===== config.mk =====
export PLATFORM = sky130hd
export DESIGN_NAME = digit_serial_adder
export DESIGN_NICKNAME = d
export VERILOG_FILES = /design/src/rtl/digit_serial_adder_pkg.sv /design/src/rtl/digit_serial_adder_cell.sv /design/src/rtl/digit_serial_adder.sv
export SDC_FILE = /design/constraint.sdc
export NUM_CORES = 1
export LEC_CHECK = 0
export BUFFER_PORTS_ARGS = -buffer_cell sky130_fd_sc_hd__clkbuf_2
export CORE_ASPECT_RATIO = 1.1
export CORE_MARGIN = 5
export CORE_UTILIZATION = 54
export CTS_CLUSTER_SIZE = 12
export DETAILED_ROUTE_END_ITERATION = 12
export GPL_TIMING_DRIVEN = 0
export MAX_ROUTING_LAYER = met4
export PLACE_DENSITY = 0.84
export SETUP_SLACK_MARGIN = 0.4
export SYNTH_ARGS = -nofsm -noshare
export SYNTH_HDL_FRONTEND = slang
export SYNTH_HIERARCHICAL = 1
export SYNTH_SLANG_ARGS = --single-unit

===== constraint.sdc =====
create_clock -name clock -period 3.61 [get_ports clock]
set_input_delay 0.1805 -clock clock [delete_from_list [all_inputs] [get_ports clock]]
set_output_delay 0.1805 -clock clock [all_outputs]
set_load 0.05 [all_outputs]

===== src/rtl/digit_serial_adder_pkg.sv =====
// Shared definitions for the digit-serial adder: state encoding, default sizing
// and helpers that derive the digit count and digit-counter width.
package digit_serial_adder_pkg;

  localparam int DEFAULT_WIDTH = 12;
  localparam int DEFAULT_DIGIT = 3;

  typedef enum logic {
    IDLE = 1'b0,
    RUN  = 1'b1
  } state_t;

  function automatic int num_digits(input int width, input int digit);
    return width / digit;
  endfunction

  // A single-digit configuration still needs a one-bit counter.
  function automatic int counter_width(input int digits);
    return (digits > 1) ? $clog2(digits) : 1;
  endfunction

endpackage


===== src/rtl/digit_serial_adder_cell.sv =====
// Combinational DIGIT-bit ripple adder with carry-in; also exposes the carry
// into its MSB so the caller can form the two's-complement overflow flag.
module digit_add_cell #(
  parameter int DIGIT = 3
) (
  input  logic [DIGIT-1:0] a,
  input  logic [DIGIT-1:0] b,
  input  logic             cin,
  output logic [DIGIT-1:0] s,
  output logic             cout,
  output logic             c_msb
);

  logic [DIGIT:0] c;

  always_comb begin
    c    = '0;
    s    = '0;
    c[0] = cin;
    for (int i = 0; i < DIGIT; i++) begin
      s[i]   = a[i] ^ b[i] ^ c[i];
      c[i+1] = (a[i] & b[i]) | (a[i] & c[i]) | (b[i] & c[i]);
    end
  end

  assign cout  = c[DIGIT];
  assign c_msb = c[DIGIT-1];

endmodule


===== src/rtl/digit_serial_adder.sv =====
// Digit-serial adder: streams WIDTH-bit operands DIGIT bits per cycle, LSD first,
// with a registered inter-digit carry. Optional subtract mode: DIGIT_SERIAL_ADDER_SUB_EN.
module digit_serial_adder
  import digit_serial_adder_pkg::*;
#(
  parameter int WIDTH = DEFAULT_WIDTH,
  parameter int DIGIT = DEFAULT_DIGIT
) (
  input  logic             clock,
  input  logic             reset,
  input  logic             start,
  input  logic             cin,
`ifdef DIGIT_SERIAL_ADDER_SUB_EN
  input  logic             sub,
`endif
  input  logic             in_valid,
  input  logic [DIGIT-1:0] a_digit,
  input  logic [DIGIT-1:0] b_digit,
  output logic             busy,
  output logic             sum_valid,
  output logic [DIGIT-1:0] sum_digit,
  output logic [WIDTH-1:0] sum,
  output logic             carry_out,
  output logic             overflow,
  output logic             done
);

  localparam int NUM_DIGITS = num_digits(WIDTH, DIGIT);
  localparam int CW         = counter_width(NUM_DIGITS);

  state_t           state, state_next;
  logic             carry_q;
  logic [CW-1:0]    cnt_q;
  logic [WIDTH-1:0] sum_q;
  logic [DIGIT-1:0] sum_digit_q;
  logic             sum_valid_q;
  logic             done_q;
  logic             carry_out_q;
  logic             overflow_q;

  logic             accept;
  logic             last;
  logic             carry_init;
  logic [DIGIT-1:0] b_eff;
  logic [DIGIT-1:0] cell_s;
  logic             cell_cout;
  logic             cell_c_msb;

`ifdef DIGIT_SERIAL_ADDER_SUB_EN
  logic sub_q;

  // Subtraction is A + ~B + 1, so the initial carry is forced high.
  assign carry_init = sub ? 1'b1 : cin;
  assign b_eff      = b_digit ^ {DIGIT{sub_q}};

  always_ff @(posedge clock or posedge reset) begin
    if (reset)
      sub_q <= 1'b0;
    else if (state == IDLE && start)
      sub_q <= sub;
  end
`else
  assign carry_init = cin;
  assign b_eff      = b_digit;
`endif

  assign accept = (state == RUN) && in_valid;
  assign last   = (cnt_q == CW'(NUM_DIGITS - 1));

  digit_add_cell #(
    .DIGIT(DIGIT)
  ) u_cell (
    .a    (a_digit),
    .b    (b_eff),
    .cin  (carry_q),
    .s    (cell_s),
    .cout (cell_cout),
    .c_msb(cell_c_msb)
  );

  always_ff @(posedge clock or posedge reset) begin
    if (reset)
      state <= IDLE;
    else
      state <= state_next;
  end

  always_comb begin
    state_next = state;
    case (state)
      IDLE: if (start) state_next = RUN;
      RUN:  if (in_valid && last) state_next = IDLE;
      default: state_next = IDLE;
    endcase
  end

  always_ff @(posedge clock or posedge reset) begin
    if (reset) begin
      carry_q     <= 1'b0;
      cnt_q       <= '0;
      sum_q       <= '0;
      sum_digit_q <= '0;
      sum_valid_q <= 1'b0;
      done_q      <= 1'b0;
      carry_out_q <= 1'b0;
      overflow_q  <= 1'b0;
    end else begin
      sum_valid_q <= 1'b0;
      done_q      <= 1'b0;
      if (state == IDLE && start) begin
        carry_q     <= carry_init;
        cnt_q       <= '0;
        sum_q       <= '0;
        carry_out_q <= 1'b0;
        overflow_q  <= 1'b0;
      end else if (accept) begin
        carry_q     <= cell_cout;
        cnt_q       <= cnt_q + CW'(1);
        sum_digit_q <= cell_s;
        sum_valid_q <= 1'b1;
        for (int k = 0; k < NUM_DIGITS; k++) begin
          if (cnt_q == CW'(k))
            sum_q[k*DIGIT +: DIGIT] <= cell_s;
        end
        if (last) begin
          done_q      <= 1'b1;
          carry_out_q <= cell_cout;
          overflow_q  <= cell_c_msb ^ cell_cout;
        end
      end
    end
  end

  assign busy      = (state == RUN);
  assign sum_valid = sum_valid_q;
  assign sum_digit = sum_digit_q;
  assign sum       = sum_q;
  assign carry_out = carry_out_q;
  assign overflow  = overflow_q;
  assign done      = done_q;

endmodule

# Word level (Yosys, flattened, before mapping)
# Cells that the tools add are included.
# word_totals
regBits,23
out_inout_bits,20
# op_classes
add_sub_neg,1
eq_ne,3
muxes,24
n_bitwise,24
n_reduce_logical,14
# op_table
cell,count
$mux 12,2
$mux 1,15
$mux 3,4
$reduce_and 2->1,5
$reduce_bool 2->1,5
$and 1x1->1,9
$xor 1x1->1,7
$or 1x1->1,6
$eq 2x2->1 const B,2
$mux 2,2
$logic_and 1x1->1,3
$add 2x1->2 const B,1
$eq 2x1->1 const B,1
$logic_not 2->1,1
$not 1->1,2
$pmux 1 s2,1

# Longest topological paths before layout
# logic_depth
depth_word,13
depth_mapped,9
depth_no_buf,9

# Hierarchy
# The synthesis kept the hierarchy.
# modules_own_cells
module,instances,cells_per_inst,area_each_um2,seq_area_each_um2
digit_serial_adder,1,95,1028.5,575.6
digit_add_cell,1,13,97.6,0.0

# Least setup slack after synthesis
# Ideal clock, no wire load.
# synth_timing
kind,register to register
start,register carry_q
end,"register sum_digit_q[2], in the netlist sum_digit[2]"
setup_time_ns,0.125
arrival_ns,1.790
required_time_ns,3.485
slack_ns,1.695
stages_incl_launch_ff,9
period_less_slack_ns,1.915
cell_sequence,dfrtp_1 inv_1 fa_1 inv_1 fa_1 inv_1 fa_1 inv_1 mux2_2
# synth_between
elab_chain_len,7
elab_cells_between_ends,9
classes_between,9 x bitwise
# synth_rtl
element,line,rtl
from (decl),digit_serial_adder.sv:32,logic carry_q;
from (signal assigned),digit_serial_adder.sv:111,carry_q <= carry_init;
from (signal assigned),digit_serial_adder.sv:117,carry_q <= cell_cout;
$and 1x1->1,digit_serial_adder_cell.sv:22,c[i+1] = (a[i] & b[i]) | (a[i] & c[i]) | (b[i] & c[i]);
$or 1x1->1,digit_serial_adder_cell.sv:22,
$or 1x1->1 *,digit_serial_adder_cell.sv:22,
$and 1x1->1,digit_serial_adder_cell.sv:22,
$or 1x1->1,digit_serial_adder_cell.sv:22,
$or 1x1->1 *,digit_serial_adder_cell.sv:22,
net cell_c_msb,digit_serial_adder.sv:47,logic cell_c_msb;
$xor 1x1->1 *,digit_serial_adder_cell.sv:21,s[i] = a[i] ^ b[i] ^ c[i];
net cell_s[2],digit_serial_adder.sv:45,logic [DIGIT-1:0] cell_s;
to (signal assigned),digit_serial_adder.sv:119,sum_digit_q <= cell_s;
to (decl),digit_serial_adder.sv:35,logic [DIGIT-1:0] sum_digit_q;
# The timed path passes the listed nets; every way through them passes the cells marked *.
# A chain may end at the register's enable or synchronous reset.

# Final worst setup path
# Ends and elaborated chain as after synthesis.

==> results.json <==
{
  "status": "complete, but fails checks",
  "violations": "negative hold slack",
  "avgSynthCellArea_um2": 10.4,
  "syn_inst": 108,
  "max-vdd-ir-drop_mv": 0.618,
  "dieHeight_um": 57.9,
  "fin_skew_ps": 3.00,
  "rrSetupSlack_ps": 1530,
  "endpoint_kind": "flip-flop",
  "wl_met1_um": 989,
  "r2r-end": "sum_digit[2]",
  "drive_gt1_share_pct": 29.1,
  "min_period_ps": 2080,
  "crit_path_max_incr_delay_ps": 480,
  "ys_types": 27,
  "dp_cells": 165,
  "rsz0062_at_grt": "false",
  "grt_start_max_net_pins": 24,
  "clock.fmax_ghz": 0.481,
  "antenna_cells": 0,
  "cts_root_buf": "clkbuf_4",
  "crit_end": "sum_digit[2]",
  "path_cells": "inv_1 -> fa_1 -> inv_1 -> fa_1 -> inv_1 -> fa_1 -> inv_1 -> mux2_2",
  "syn_area_um2": 1130,
  "layoutNonFillerInstCount": 169,
  "nNetsFinal": 160,
  "avgRoutedWirePerCell_um": 13.5,
  "post_cts_buffers": 0,
  "die_w_um": 53.5,
  "yosysSeqAreaShare_pct": 51.1,
  "grt_antenna_before_repair": 0,
  "top_layer_used": "met4",
  "r2r_start": "carry_q",
  "worstMarginPinSlew_ps": 828,
  "ctsLongestPathBuffers": 2,
  "p_leak_nw": 0.721,
  "rr_worst_depth": 8,
  "fillers": 185,
  "io_buffers": 29,
  "worst_hold_slack_ps": -17.3,
  "htree_levels": 1,
  "grt_pass1_vias": 882,
  "core_um2": 2000,
  "worst-endpoint-required_ps": 3830,
  "cap_violations": 0,
  "route.detailed.drc": 0,
  "viasPerCell": 5.28,
  "grt_usage_pct": 17.2,
  "crit_type": "reg -> reg",
  "clock_latency_ps": 320,
  "worstPathMaxFanout": 5,
  "wl_met2_mm": 1.10,
  "setup_violations": 0,
  "routabilityCongestion": 0.811,
  "worstSetupStartpoint": "carry_q",
  "cts_tree": "yes",
  "relSlewSlack_pct": 44.7,
  "grt_pass1_wl_mm": 3.82,
  "final_common_cell": "clkbuf_2",
  "detail_route.iter0.violations": 21,
  "powerDensity_nw_per_um2": 971,
  "syn-num-nets": 126,
  "postCtsResizedCells": 0,
  "min_path_type": "in -> async",
  "period_share_pct": 57.5,
  "rows": 17,
  "worst_ep_arrival_time_ps": 2290,
  "clk_pin_slew_ps": 120,
  "dp_hpwl_mm": 1.75,
  "cpMostUsedCell": "inv_1",
  "grt_overflow": 0,
  "initial_core_util_pct": 56.3,
  "ctsHoldBuffers": 0,
  "ys_seq_elements": 23,
  "wl_mm": 2.28,
  "ant_nets": 0,
  "final_cell_mix": "clkbuf_2 (29), dfrtp_1 (23), inv_1 (17), nand2_1 (15), nand3_1 (9)",
  "slew_viol_final": 0,
  "cts_made_buffers": 3,
  "worstSetupStartpointType": "flip-flop",
  "clkSinkCount": 23,
  "finalSetupTns_ps": 0,
  "route.met3.wl_um": 134,
  "yosys_warnings": 6,
  "drt_first_pass_iters": 4,
  "hold_viol": 23,
  "num_vias": 892,
  "ioPinCount": 31,
  "synthToLayoutAreaGrowth_pct": 18.3,
  "slowest_stage": "fa_1",
  "dieArea_um2": 3100
}
## flip-flops by register name (all words and copies together), names as in the netlist
signal,count
sum,12
carry_q,1
overflow,1
cnt_q,2
sum_valid,1
done,1
busy,1
carry_out,1
sum_digit,3
## cells in the mapped netlist
library cell / instances / area share, %
a221o_1: 1 / 0.89
buf_4: 1 / 0.67
inv_2: 1 / 0.33
buf_2: 2 / 0.89
inv_1: 17 / 5.7
nand2_1: 15 / 5.0
a21oi_1: 3 / 1.3
mux2_1: 2 / 2.0
a21o_1: 1 / 0.67
mux2_2: 1 / 1.0
and3b_1: 1 / 0.78
and3_1: 1 / 0.56
nor2_1: 1 / 0.33
nand3_1: 9 / 4.0
nand2_2: 1 / 0.56
a22o_1: 4 / 3.1
mux2i_1: 1 / 0.89
o21ai_0: 1 / 0.44
nor2_2: 1 / 0.56
nand4_1: 2 / 1.1
o22ai_1: 4 / 2.2
dfrtp_1: 23 / 51
fa_1: 3 / 5.3
xor2_1: 1 / 0.78
ha_1: 4 / 4.4
o211ai_1: 5 / 3.3
buf_6: 2 / 2.0
## report_power, final
group | internal [mW] | leakage [nW] | switching [mW]
Combinational | 0.202 | 0.417 | 0.535
Sequential | 0.363 | 0.290 | 0.0735
Clock | 0.0433 | 0.0150 | 0.0775
## through the flow
| stage | cell area, um^2 | worst slack, ps | power (mW) | hold WS [ps] | utilization, % |
|---|---|---|---|---|---|
| 5_1_grt | 1330 | 1430 | 1.37 | 79.8 | 66.6 |
| 4_1_cts | 1330 | 1530 | 1.30 | 16.6 | 66.6 |
| 2_1_floorplan | 1130 | 1690 | 1.01 | 182 | - |
| 3_3_place_gp | 1310 | 1570 | 1.16 | 362 | 65.3 |
| 6_report | 1330 | 1530 | 1.29 | -17.3 | 66.6 |
| 3_5_place_dp | 1310 | 1570 | 1.18 | 373 | 65.3 |
## area by class of cell
cell class	count	area, um^2	area share (%)
sequential	23	576	43.2
timing repair buffer	29	145	10.9
buffer	5	40.0	3.00
clock buffer	4	26.3	1.97
inverter	18	67.6	5.07
tap	28	35.0	2.63
multi-input combinational	62	443	33.2
## critical path: cells and delay by family (launching register included)
family     cells  cell delay [ps]
buf+inv        4              300
mux            1              270
flops          1              370
fa+ha+maj      3             1040
## kinds of logic (layout without fill, tap and decap cells)
family	Yosys count	in the layout	synth area share (%)
flip-flops	23	23	51.1
AO/OA/AOI/OAI	19	19	12.0
adder cells (fa/ha/maj)	7	7	9.78
AND/OR/NAND/NOR	31	31	12.9
multiplexers	4	4	3.89
XOR/XNOR	1	1	0.778
buffers and inverters	23	56	9.56
## how the worst min path moves through the flow
stage	startpoint	end	cells after the start
after detailed placement	reset	sum[9]	2
after floorplan	reset	busy	1
after CTS	reset	sum[9]	2
after global placement	reset	sum[6]	2
after global routing	reset	sum[10]	2
final	reset	sum[9]	2
## metal layers
metal / global-route usage, % / vias up
met5: - / -
li1: - / 424
met3: 2.31 / 5
met1: 21.5 / 428
met2: 27.0 / 35
met4: 8.76 / 0
(Power assumes the default switching activity.)
